File: src/rtl/fetch_ctrl.sv
`default_nettype none
// ============================================================================
// Module   : fetch_ctrl
// Brief    : Single-outstanding instruction fetch sequencer with redirect squash.
//            Optional macro MISALIGN_TRAP_EN traps misaligned redirects.
// Revision : 1.0 - initial release
// ============================================================================
module fetch_ctrl #(
    parameter logic [31:0] RESET_PC   = 32'h0000_0000,
    parameter logic [31:0] EXC_VECTOR = 32'h0000_0380
) (
    input  logic        clk,
    input  logic        rst,
    input  logic        redirect_valid,
    input  logic [31:0] redirect_pc,
    output logic        imem_req,
    output logic [31:0] imem_addr,
    input  logic        imem_ready,
    input  logic        imem_rvalid,
    input  logic [31:0] imem_rdata,
    output logic        inst_valid,
    output logic [31:0] inst,
    output logic [31:0] inst_pc,
    input  logic        inst_ready,
    output logic [31:0] pc_out,
    output logic        fetch_exc
);

    typedef enum logic [1:0] {
        ST_FETCH = 2'd0,
        ST_WAIT  = 2'd1,
        ST_HOLD  = 2'd2
    } state_t;

    state_t      r_state;
    state_t      w_state_nxt;
    logic [31:0] r_fetch_pc;
    logic [31:0] w_fetch_pc_nxt;
    logic [31:0] r_req_pc;
    logic [31:0] w_req_pc_nxt;
    logic [31:0] r_inst;
    logic [31:0] w_inst_nxt;
    logic [31:0] r_inst_pc;
    logic [31:0] w_inst_pc_nxt;
    logic        r_discard;
    logic        w_discard_nxt;
    logic        w_imem_req;
    logic        w_inst_valid;
    logic [31:0] w_redirect_target;

`ifdef MISALIGN_TRAP_EN
    logic w_misaligned;
    logic r_fetch_exc;

    assign w_misaligned      = (redirect_pc[1:0] != 2'b00);
    assign w_redirect_target = w_misaligned ? EXC_VECTOR : redirect_pc;

    // Flag lives for exactly the cycle after the offending redirect.
    always_ff @(posedge clk) begin
        if (rst) begin
            r_fetch_exc <= 1'b0;
        end else begin
            r_fetch_exc <= redirect_valid & w_misaligned;
        end
    end

    assign fetch_exc = r_fetch_exc;
`else
    logic w_unused_exc_vector;

    assign w_unused_exc_vector = ^EXC_VECTOR;
    assign w_redirect_target   = redirect_pc;
    assign fetch_exc           = 1'b0;
`endif

    always_ff @(posedge clk) begin
        if (rst) begin
            r_state    <= ST_FETCH;
            r_fetch_pc <= RESET_PC;
            r_req_pc   <= 32'h0000_0000;
            r_inst     <= 32'h0000_0000;
            r_inst_pc  <= 32'h0000_0000;
            r_discard  <= 1'b0;
        end else begin
            r_state    <= w_state_nxt;
            r_fetch_pc <= w_fetch_pc_nxt;
            r_req_pc   <= w_req_pc_nxt;
            r_inst     <= w_inst_nxt;
            r_inst_pc  <= w_inst_pc_nxt;
            r_discard  <= w_discard_nxt;
        end
    end

    always_comb begin
        w_state_nxt    = r_state;
        w_fetch_pc_nxt = r_fetch_pc;
        w_req_pc_nxt   = r_req_pc;
        w_inst_nxt     = r_inst;
        w_inst_pc_nxt  = r_inst_pc;
        w_discard_nxt  = r_discard;
        w_imem_req     = 1'b0;
        w_inst_valid   = 1'b0;

        case (r_state)
            ST_FETCH: begin
                w_imem_req = ~redirect_valid;
                if (redirect_valid) begin
                    w_fetch_pc_nxt = w_redirect_target;
                end else if (imem_ready) begin
                    w_req_pc_nxt   = r_fetch_pc;
                    w_fetch_pc_nxt = r_fetch_pc + 32'd4;
                    w_state_nxt    = ST_WAIT;
                end
            end

            ST_WAIT: begin
                if (redirect_valid) begin
                    w_fetch_pc_nxt = w_redirect_target;
                    // A response arriving with the redirect is dropped on the spot;
                    // otherwise the one still in flight must be dropped later.
                    if (imem_rvalid) begin
                        w_discard_nxt = 1'b0;
                        w_state_nxt   = ST_FETCH;
                    end else begin
                        w_discard_nxt = 1'b1;
                    end
                end else if (imem_rvalid) begin
                    if (r_discard) begin
                        w_discard_nxt = 1'b0;
                        w_state_nxt   = ST_FETCH;
                    end else begin
                        w_inst_nxt    = imem_rdata;
                        w_inst_pc_nxt = r_req_pc;
                        w_state_nxt   = ST_HOLD;
                    end
                end
            end

            ST_HOLD: begin
                w_inst_valid = ~redirect_valid;
                if (redirect_valid) begin
                    w_fetch_pc_nxt = w_redirect_target;
                    w_state_nxt    = ST_FETCH;
                end else if (inst_ready) begin
                    w_state_nxt = ST_FETCH;
                end
            end

            default: begin
                w_state_nxt = ST_FETCH;
            end
        endcase
    end

    assign imem_req   = w_imem_req;
    assign imem_addr  = r_fetch_pc;
    assign inst_valid = w_inst_valid;
    assign inst       = r_inst;
    assign inst_pc    = r_inst_pc;
    assign pc_out     = r_fetch_pc;

endmodule
`default_nettype wire

File: config.mk
export PLATFORM = sky130hd
export DESIGN_NAME = fetch_ctrl
export DESIGN_NICKNAME = d
export VERILOG_FILES = /design/src/rtl/fetch_ctrl.sv
export SDC_FILE = /design/constraint.sdc
export NUM_CORES = 1
export LEC_CHECK = 0
export BUFFER_PORTS_ARGS = -buffer_cell sky130_fd_sc_hd__buf_2
export CAP_MARGIN = 10
export CELL_PAD_IN_SITES_DETAIL_PLACEMENT = 1
export CELL_PAD_IN_SITES_GLOBAL_PLACEMENT = 2
export CORE_MARGIN = 2
export CORE_UTILIZATION = 29
export DETAILED_ROUTE_END_ITERATION = 16
export PLACE_DENSITY = 0.89
export RECOVER_POWER = 100
export SLEW_MARGIN = 40
export SYNTH_ARGS = -nofsm -noshare
export SYNTH_HDL_FRONTEND = slang
export SYNTH_SLANG_ARGS = --single-unit
File: constraint.sdc
create_clock -name clk -period 3.6 [get_ports clk]
set_input_delay 0.36 -clock clk [delete_from_list [all_inputs] [get_ports clk]]
set_output_delay 0.36 -clock clk [all_outputs]
set_load 0.01 [all_outputs]
; Yosys cells after proc, flatten, opt, wreduce, memory -nomap -nowiden
; Cells that the tools add are included.
[totals]
ff_bits = 131
inputBits = 70
out_inout_bits = 131
wordCells = 44
[op_classes]
addsub = 1
eq_ne = 8
muxes = 18
n_bitwise = 2
n_reduce_logical = 9
[op_table]
columns = cell, count
row1 = two-way mux 32 bit, 3
row2 = one-hot mux 32 bit (2 select lines), 1
row3 = "adder 32 x 3 -> 32 bit, second input constant", 1
row4 = two-way mux 2 bit, 8
row5 = AND reduction 4 bit, 2
row6 = "inequality test 2 bit, second input constant", 3
row7 = "inequality test 3 bit, second input constant", 2
row8 = one-hot mux 2 bit (3 select lines), 1
row9 = AND reduction 3 bit, 2
row10 = two-way mux 1 bit, 5
row11 = nonzero test 2 bit, 2
row12 = "== test 2 x 1 -> 1 bit, second input constant", 1
row13 = "== test 2 bit, second input constant", 1
row14 = logical NOT 2 bit, 1
row15 = "inequality test 2 x 1 -> 1 bit, second input constant", 1
row16 = NOT 1 bit, 2
row17 = AND reduction 2 bit, 1
row18 = OR reduction 2 bit, 1

; Depth between registers and ports, before layout
; Gate-level depths: netlist of run 1.
[logic_depth]
word_depth = 4
depth_mapped = 10
mapped_depth_nobuf = 7

; Least setup slack after synthesis of run 1
; Ideal clock, no wire load.
[synth_timing]
kind = reg2reg
start = register r_state[0]
end = register r_fetch_pc[9] (netlist: imem_addr[9])
t_arrival_ns = 1.923
setup_slack_ns = 1.549
stages_incl_launch_ff = 10
path_cell_list = dfxtp_1 -> inv_1 -> ha_1 -> nor2b_1 -> o31ai_1 -> clkbuf_1 -> buf_2 -> o21ai_0 -> a22oi_1 -> nor2_1
[synth_via]
elab_chain_len = 4
word_cells_on_any_way = 9
[synth_rtl]
columns = item, line
row1 = from (decl), 35  ; state_t r_state;
row2 = from (signal assigned), 85  ; r_state <= w_state_nxt;
row3 = == test 2 bit or == test 2 x 1 -> 1 bit (tied branches), 104  ; case (r_state)
row4 = OR reduction 2 bit (no source line), n/a
row5 = inequality test 2 x 1 -> 1 bit (no source line) or nonzero test 2 bit (tied branches), n/a
row6 = AND reduction 3 bit (no source line), n/a
row7 = to (signal assigned), 86  ; r_fetch_pc <= w_fetch_pc_nxt;
row8 = to (decl), 37  ; logic [31:0] r_fetch_pc;
; Parallel ways exist; a longest one is shown, timed or not.
; A chain may end at the register's enable or synchronous reset.

; Worst setup path after layout of run 1
[layout_timing]
start = register r_state[1]
end = register r_req_pc[11]
[layout_via]
elab_chain_len = 2
[layout_rtl]
columns = item, line
row1 = logical NOT 2 bit, 104
row2 = AND reduction 3 bit (no source line), n/a
row3 = to (signal assigned), 87  ; r_req_pc <= w_req_pc_nxt;
row4 = to (decl), 39  ; logic [31:0] r_req_pc;
; Every way passes these cells.

==> impl_metrics.json, run 1 <==
{
  "status": "complete, no violations",
  "cts_setup_buffers": 0,
  "diodes": 0,
  "grt_max_degree": 108,
  "io_pins": 201,
  "leakage_nw": 2.49,
  "power_frac_seq": 0.427,
  "power.internal_mw": 2.70,
  "clock-sinks": 131,
  "track_usage": 0.189,
  "power.density_nw_per_um2": 548,
  "multiInputGateArea_um2": 2640,
  "synth_compound_area_frac": 0.184,
  "avgSynthCellArea_um2": 7.69,
  "final_cells": 1167,
  "fin_worst_skew_ns": 0.00648,
  "firstDrtPassIters": 4,
  "synth_top_area_cell": "dfxtp_1",
  "vias": 5701,
  "reg2reg_slack_ns": 0.70,
  "fin_crit_ns": 2.90,
  "synth.distinct_cells": 58,
  "wl_per_cell_um": 17.1,
  "comb_power_share": 0.162,
  "relSlewSlack": 0.171,
  "synthXorXnorAreaFrac": 0.00153,
  "die_area_um2": 20900,
  "layout-drive-gt1-share": 0.133,
  "clock_path_buffers": 2,
  "required_ns": 3.94,
  "p_sw_frac": 0.303,
  "tns_ns": 0,
  "insertion_delay_ns": 0.41,
  "cts_resized": 0,
  "critPathCaptureType": "flip-flop",
  "cpMaxStageDelayCell": "and2_0",
  "ff_latch_area_um2": 2620,
  "core_area_um2": 19500,
  "ys_seq_elements": 131,
  "ant_nets": 0,
  "fmax_mhz": 345,
  "worstPathCellList": "inv_1 > ha_1 > nor2b_1 > and2_0 > clkbuf_1 > nand2_1 > a21oi_1",
  "fillers": 2485,
  "ys.flop_type": "dfxtp_1",
  "hp-class": "in2reg",
  "synthArstFlopShare": 0,
  "synth_simple_gate_area_frac": 0.252,
  "cts_tree": "done",
  "worstPathMaxFanout": 18,
  "synth_area_um2": 5740,
  "synth_fa_ha_area_frac": 0.0109,
  "netlist.area_leader.share": 0.457,
  "hold_viol_final": 0,
  "wl_met2_um": 9210,
  "antenna_found_initial": 1,
  "maxCapViolCount": 0,
  "drv_slew": 0,
  "portBuffers": 199,
  "synth_warnings": 0,
  "synthMuxAreaShare": 0.00916,
  "finalCoreUtilization": 0.364,
  "place_area_um2": 6730,
  "dp.cells": 1136,
  "fin_crit_sh": 0.806,
  "wl_um": 19900,
  "dp.final_hpwl_um": 14100,
  "drc": 0,
  "p_sw_mw": 1.18,
  "gp_congestion": 0.856,
  "critical_path_class": "reg2reg",
  "placementRows": 51,
  "die_h_um": 145,
  "fin_nets": 965,
  "design_area_um2": 7080,
  "wl_met1_um": 9320,
  "grt_pass1_wl_um": 30500,
  "crit_path_start_kind": "flip-flop",
  "cp.arrival_ns": 3.24,
  "wl_met3_um": 1180,
  "yosysSeqAreaShare": 0.457,
  "p_clk_frac": 0.411,
  "cts-hold-fix-buffers": 0,
  "cts_max_level": 4,
  "synth_area_leaders": "dfxtp_1 (46%), nand2_1 (15%), a21oi_1 (11%), buf_4 (4.4%), clkbuf_1 (2.8%)",
  "rsz0062_at_grt": "false",
  "setup_viol": 0,
  "grt_pass1_vias": 5469,
  "clkTransAtPathRegs_ns": 0.06,
  "synth_edf_count": 0,
  "peakVddDrop_v": 0.000217,
  "tightest_slew_ns": 1.24,
  "syn_nets": 821,
  "top_layer": "met5",
  "max_stage_delay_ns": 0.86,
  "start_util": 0.295,
  "drt-initial-drc-count": 228,
  "area_delta_synth_final_pct": 23.4,
  "dieWidth_um": 145,
  "synth_top_family_by_area": "simple AND/OR/NAND/NOR gates",
  "viasPerCell": 4.89,
  "cts_inserted_buffers": 17,
  "cts_root_buffer": "clkbuf_16",
  "postSynthCellCount": 746,
  "global_route.overflow_total": 0
}
==> Yosys cell counts (all sizes together), types with 3 or more instances <==
master    n
dfxtp   131
and3      6
inv       4
a22o      3
nor2     30
o22ai     4
and2      6
nand3    15
a211oi    6
a41o      3
nand2b    3
o31ai     3
a22oi     6
nor3     10
buf      42
nor2b     4
nand4    12
clkbuf   44
nor3b     3
o211ai    3
or4       5
or3       3
mux2i     3
o21ai    14
nand2   225
a31oi     7
a21oi   122
ha        5
==> critical path, delay by kind of cell (launching register included) <==
kind | cells | cell delay, ns
AO/OA/AOI/OAI | 1 | 0.15
adder cells (fa/ha/maj) | 1 | 0.24
buffers and inverters | 2 | 0.79
flip-flops | 1 | 0.33
AND/OR/NAND/NOR | 3 | 1.31
==> registers in the layout, indices dropped and copies added (netlist names) <==
name and count:
inst_pc 32, imem_addr 32, r_req_pc 32, r_discard 1, r_state 2, inst 32
==> stage by stage <==
| step | hold WS, ns | power, mW | setup WS (ns) |
|---|---|---|---|
| 3_5_place_dp | 0.444 | 2.35 | 1.20 |
| 5_1_grt | 0.167 | 4.09 | 0.466 |
| 6_report | 0.184 | 3.88 | 0.700 |
| 3_3_place_gp | 0.439 | 2.34 | 1.26 |
| 4_1_cts | 0.164 | 3.96 | 1.15 |
| 2_1_floorplan | 0.432 | 2.10 | 1.55 |
==> power groups by stage <==
| stage | Sequential (mW) | Combinational [mW] | Clock (mW) |
|---|---|---|---|
| 2_1_floorplan | 1.67 | 0.426 | 0 |
| 3_3_place_gp | 1.68 | 0.661 | 0 |
| 3_5_place_dp | 1.69 | 0.666 | 0 |
| 4_1_cts | 1.65 | 0.670 | 1.64 |
| 5_1_grt | 1.67 | 0.698 | 1.72 |
| 6_report | 1.66 | 0.627 | 1.59 |
==> placed cells by master (no fill, tap or decap), types with 3 or more instances in the layout <==
cell type    n
a211oi_1     6
a21oi_1    122
a22o_1       3
a22oi_1      6
a31oi_1      7
and2_1       3
and3_1       5
buf_2       69
buf_4        6
clkbuf_1   135
clkbuf_16   17
clkinv_2     7
dfxtp_1    131
ha_1         5
inv_1        4
mux2i_1      3
nand2_1    224
nand2b_1     3
nand3_1     14
nand4_1     11
nor2_1      30
nor2b_1      4
nor3_1      10
nor3b_1      3
o211ai_1     3
o21ai_0     14
o22ai_1      4
or3_1        3
or4_1        5
==> layout make-up <==
| class | count | area share |
|---|---|---|
| inverter | 4 | 0.00212 |
| sequential | 131 | 0.371 |
| multi-input combinational | 525 | 0.373 |
| timing repair buffer | 211 | 0.132 |
| clock buffer | 20 | 0.0631 |
| clock inverter | 11 | 0.0126 |
| tap | 265 | 0.0468 |
==> path summary, 6_finish.rpt <==
check,cells after the start,to,start
setup / recovery,7,r_req_pc[11],r_state[1]
hold / removal,3,inst[6],imem_rdata[6]
setup reg to reg,7,r_req_pc[11],r_state[1]
hold reg to reg,2,inst_pc[5],r_req_pc[5]
==> routing by layer <==
metal / GRT usage / vias to the layer above
met5: 0 / -
met4: 0.0496 / 2
met3: 0.0507 / 15
met2: 0.308 / 172
met1: 0.250 / 2713
li1: - / 2799
==> logic make-up (layout without fill, tap and decap cells) <==
| kind of cell | Yosys count | count (layout) |
|---|---|---|
| simple gates | 329 | 329 |
| flops | 131 | 131 |
| fa+ha+maj | 5 | 5 |
| buf+inv | 90 | 246 |
| other cells | 1 | 1 |
| compound gates | 184 | 184 |
| xor+xnor | 1 | 1 |
| mux | 5 | 5 |
No activity file was read; power rests on OpenSTA's default activity.
==> inputs of run 2 (changes only) <==
--- a/config.mk
+++ b/config.mk
@@ -10,9 +10,9 @@
 export CELL_PAD_IN_SITES_DETAIL_PLACEMENT = 1
 export CELL_PAD_IN_SITES_GLOBAL_PLACEMENT = 2
 export CORE_MARGIN = 2
-export CORE_UTILIZATION = 29
+export CORE_UTILIZATION = 27
 export DETAILED_ROUTE_END_ITERATION = 16
-export PLACE_DENSITY = 0.89
+export PLACE_DENSITY = 0.84
 export RECOVER_POWER = 100
 export SLEW_MARGIN = 40
 export SYNTH_ARGS = -nofsm -noshare
==> constraint.sdc (replaced) <==
create_clock -name clk -period 2.8 [get_ports clk]
set_input_delay 0.28 -clock clk [delete_from_list [all_inputs] [get_ports clk]]
set_output_delay 0.28 -clock clk [all_outputs]
set_load 0.01 [all_outputs]
==> run 2 against run 1 <==
  * Clock-buffer cell count down 2
  * Wire length up 1.6%
  * Non-clock buffer count up 11
  * Global-route usage down 0.64 points
  * Sequential share of layout area down 1.0 points
  * Register-to-register slack worse by 0.33 ns
  * Worst setup slack worse by 0.33 ns
  * Maximum frequency up 19%
  * Largest cell class unchanged
==> impl_metrics.json, run 2 (same netlist as run 1, synthesis figures left out) <==
{
  "status": "complete, no violations",
  "setup_viol": 0,
  "dieWidth_um": 150,
  "hold_viol_final": 0,
  "fin_crit_ns": 2.44,
  "cts_inserted_buffers": 17,
  "clock_path_buffers": 2,
  "comb_power_share": 0.152,
  "insertion_delay_ns": 0.43,
  "vias": 5725,
  "hp-class": "in2reg",
  "wl_um": 20300,
  "grt_pass1_vias": 5664,
  "critPathCaptureType": "flip-flop",
  "p_clk_frac": 0.461,
  "portBuffers": 199,
  "layout-drive-gt1-share": 0.147,
  "global_route.overflow_total": 0,
  "multiInputGateArea_um2": 2650,
  "cts_root_buffer": "clkbuf_16",
  "final_common_cell": "nand2_1",
  "drt-initial-drc-count": 236,
  "worst_slack_ns": 0.365,
  "gp_congestion": 0.790,
  "antenna_found_initial": 2,
  "cts-hold-fix-buffers": 0,
  "leakage_nw": 2.60,
  "clock-sinks": 131,
  "die_h_um": 150,
  "area_delta_synth_final_pct": 26.8,
  "ant_nets": 0,
  "die_area_um2": 22400,
  "fin_nets": 976,
  "grt_pass1_wl_um": 31600,
  "cts_setup_buffers": 0,
  "worstPathMaxFanout": 30,
  "peakVddDrop_v": 0.000261,
  "cts_max_level": 4,
  "cts_resized": 0,
  "power_frac_seq": 0.388,
  "post-place-ws_ns": 0.414,
  "place_area_um2": 6830,
  "power.internal_mw": 3.88,
  "fillers": 2667,
  "cts_tree": "done",
  "required_ns": 3.10,
  "dp.final_hpwl_um": 14300,
  "wl_per_cell_um": 17.0,
  "tightest_slew_ns": 0.801,
  "clkTransAtPathRegs_ns": 0.06,
  "critical_path_class": "reg2reg",
  "grt_max_degree": 56,
  "tns_ns": 0,
  "drc": 0,
  "io_pins": 201,
  "design_area_um2": 7280,
  "relSlewSlack": 0.465,
  "start_util": 0.274,
  "fin_crit_sh": 0.870,
  "fmax_mhz": 411,
  "p_sw_frac": 0.293,
  "diodes": 0,
  "power.density_nw_per_um2": 753,
  "maxCapViolCount": 0,
  "drv_slew": 0,
  "crit_path_start_kind": "flip-flop",
  "placementRows": 53,
  "reg2reg_slack_ns": 0.36,
  "layout_common_cells": "nand2_1 (224), clkbuf_1 (133), dfxtp_1 (131)",
  "cp.arrival_ns": 2.73,
  "core_area_um2": 21000,
  "track_usage": 0.183,
  "ff_latch_area_um2": 2620,
  "p_sw_mw": 1.60,
  "firstDrtPassIters": 4,
  "viasPerCell": 4.81,
  "fin_worst_skew_ns": 0.0111,
  "rsz0062_at_grt": "false"
}
run 2: power by group through the flow:
stage / Combinational, mW / Clock (mW) / Sequential [mW]
floorplan: 0.547 / 0 / 2.15
global placement: 0.876 / 0 / 2.16
detailed placement: 0.891 / 0 / 2.16
CTS: 0.898 / 2.60 / 2.12
global route: 0.932 / 2.67 / 2.14
finish: 0.831 / 2.52 / 2.12
run 2: critical path, stage by stage, from the launching register on:
cell and delay [ns]:
dfxtp_1 0.37, inv_1 0.10, ha_1 0.43, or2_1 0.47, buf_4 0.39, nor3b_1 0.09
a21oi_1 0.17, a2bb2oi_1 0.21, nor2_1 0.06
run 2: path summary, 6_finish.rpt:
kind,start,end,cells after the start
max,r_state[0],imem_addr[4],8
min,imem_rdata[18],inst[18],3
max reg2reg,r_state[0],imem_addr[4],8
min reg2reg,inst[14],inst[14],2
run 2: per-layer routing:
metal | part of all wire | track usage
met2 | 0.45 | 0.299
met4 | 0.016 | 0.0637
met1 | 0.47 | 0.238
met3 | 0.057 | 0.0399
met5 | 0.0013 | 0
run 2: per-stage QoR:
step	total power, mW	cells	hold WS [ns]	util
after global placement	3.04	1157	0.439	0.326
after floorplan	2.70	746	0.380	-
final	5.48	1189	0.0915	0.347
after detailed placement	3.05	1157	0.445	0.326
after global routing	5.74	1189	0.0822	0.347
after CTS	5.62	1189	0.0683	0.358
run 2: cell type report:
| cell class | instances | share of cell area |
|---|---|---|
| multi-input combinational | 525 | 0.364 |
| sequential | 131 | 0.360 |
| timing repair buffer | 222 | 0.135 |
| clock buffer | 18 | 0.0604 |
| tap | 275 | 0.0473 |
| clock inverter | 14 | 0.0311 |
| inverter | 4 | 0.00206 |
==> inputs of run 3 (changes only) <==
--- a/config.mk
+++ b/config.mk
@@ -14,7 +14,6 @@
 export DETAILED_ROUTE_END_ITERATION = 16
 export PLACE_DENSITY = 0.84
 export RECOVER_POWER = 100
-export SLEW_MARGIN = 40
 export SYNTH_ARGS = -nofsm -noshare
 export SYNTH_HDL_FRONTEND = slang
 export SYNTH_SLANG_ARGS = --single-unit
==> constraint.sdc (replaced) <==
create_clock -name clk -period 2.28 [get_ports clk]
set_input_delay 0.228 -clock clk [delete_from_list [all_inputs] [get_ports clk]]
set_output_delay 0.228 -clock clk [all_outputs]
set_load 0.01 [all_outputs]
==> run 3 against run 2 <==
  * Clock power up 17%
  * Maximum frequency up 13%
  * Register-to-register slack worse by 0.25 ns
  * Wire length up 1.6%
  * Clock skew is 0.0052 ns lower
  * Cell count rose by 2.5%
  * Combinational power rose by 42%
  * Critical path type unchanged
  * Via count increased by 2.6%
==> impl_metrics.json, run 3 (same netlist as run 1, synthesis figures left out) <==
{
  "layout-drive-gt1-share": 0.175,
  "viasPerCell": 4.82,
  "cts_max_level": 4,
  "drv_slew": 0,
  "cts_tree": "done",
  "wl_um": 20600,
  "dp.cells": 1184,
  "area_delta_synth_final_pct": 30.1,
  "cp.arrival_ns": 2.53,
  "fin_crit_sh": 0.949,
  "critical_path_class": "reg2reg",
  "fin_nets": 1005,
  "finalCoreUtilization": 0.356,
  "start_util": 0.274,
  "grt_max_degree": 58,
  "placementRows": 53,
  "crit_path_start_kind": "flip-flop",
  "critPathCaptureType": "flip-flop",
  "global_route.overflow_total": 0,
  "core_area_um2": 21000,
  "maxCapViolCount": 0,
  "drc": 0,
  "p_total_mw": 6.67,
  "wl_per_cell_um": 16.9,
  "drt-initial-drc-count": 294,
  "dieWidth_um": 150,
  "clock_path_buffers": 2,
  "antenna_found_initial": 2,
  "fmax_mhz": 462,
  "holdWs_ns": 0.0394,
  "portBuffers": 199,
  "ff_latch_area_um2": 2620,
  "grt_pass1_wl_um": 31900,
  "r2r-start": "r_state[0]",
  "setup_viol": 0,
  "fillers": 2654,
  "final_cells": 1219,
  "required_ns": 2.65,
  "hold_viol_final": 0,
  "leakage_nw": 2.75,
  "power.density_nw_per_um2": 893,
  "hp-class": "in2reg",
  "track_usage": 0.183,
  "firstDrtPassIters": 4,
  "startpoint": "r_state[0]",
  "relSlewSlack": 0.571,
  "cts_root_buffer": "clkbuf_16",
  "peakVddDrop_v": 0.000465,
  "multiInputGateArea_um2": 2650,
  "tightest_slew_ns": 0.643,
  "die_area_um2": 22400,
  "status": "complete, no violations",
  "clkTransAtPathRegs_ns": 0.06,
  "insertion_delay_ns": 0.42,
  "gp_congestion": 0.831,
  "vias": 5873,
  "io_pins": 201,
  "layout_common_cells": "nand2_1 (223), clkbuf_1 (133), dfxtp_1 (131)",
  "worstPathMaxFanout": 5,
  "final_common_cell": "nand2_1",
  "dp.final_hpwl_um": 14600,
  "fin_crit_ns": 2.16,
  "fin_worst_skew_ns": 0.00594,
  "cts_inserted_buffers": 17,
  "ant_nets": 0,
  "worstHoldStart": "redirect_pc[1]",
  "die_h_um": 150,
  "grt_pass1_vias": 5896,
  "clock-sinks": 131
}
run 3: final cells by class:
cell class | count | share of cell area
clock inverter | 14 | 0.0270
timing repair buffer | 251 | 0.161
clock buffer | 18 | 0.0575
inverter | 4 | 0.00201
tap | 275 | 0.0461
multi-input combinational | 525 | 0.355
antenna | 1 | 0.000335
sequential | 131 | 0.351
run 3: stage by stage:
step | TNS (ns) | area [µm²] | worst slack (ns)
6_report | 0 | 7470 | 0.117
3_5_place_dp | 0 | 7030 | 0.0642
4_1_cts | 0 | 7660 | 0.0438
5_1_grt | -0.0327 | 7470 | -0.0103
2_1_floorplan | 0 | 5740 | 0.229
3_3_place_gp | 0 | 7030 | 0.171
run 3: worst max-delay path: stages (launching register included):
cell,delay (ns)
dfxtp_1,0.37
inv_1,0.10
ha_1,0.26
nor2b_2,0.21
o31ai_4,0.40
buf_12,0.17
nand4_1,0.10
or4_1,0.41
nand3_1,0.09
run 3: power breakdown:
| part | internal [mW] | switching [mW] |
|---|---|---|
| Combinational | 0.422 | 0.756 |
| Sequential | 2.42 | 0.118 |
| Clock | 1.85 | 1.11 |
run 3: what timing repair did:
action / 4_1_cts / 5_1_grt
resized for setup: 0 / 3
buffers inserted: 0 / 2
endpoints found under the setup margin: 0 / 22
hold buffers: 0 / 0
hold endpoints to repair: 0 / 0
run 3: final timing paths:
path	endpoint	slack [ns]	depth (start not counted)
setup reg to reg	imem_addr[25]	0.12	8
hold / removal	imem_addr[1]	0.04	3
hold reg to reg	inst_pc[10]	0.45	2
setup / recovery	imem_addr[25]	0.12	8
run 3: routing by layer:
| layer | vias up | GRT usage | wire [µm] |
|---|---|---|---|
| li1 | 2877 | - | - |
| met2 | 168 | 0.304 | 9480 |
| met5 | - | 0 | 13 |
| met1 | 2801 | 0.241 | 9680 |
| met4 | 2 | 0.0642 | 327 |
| met3 | 25 | 0.0323 | 1080 |
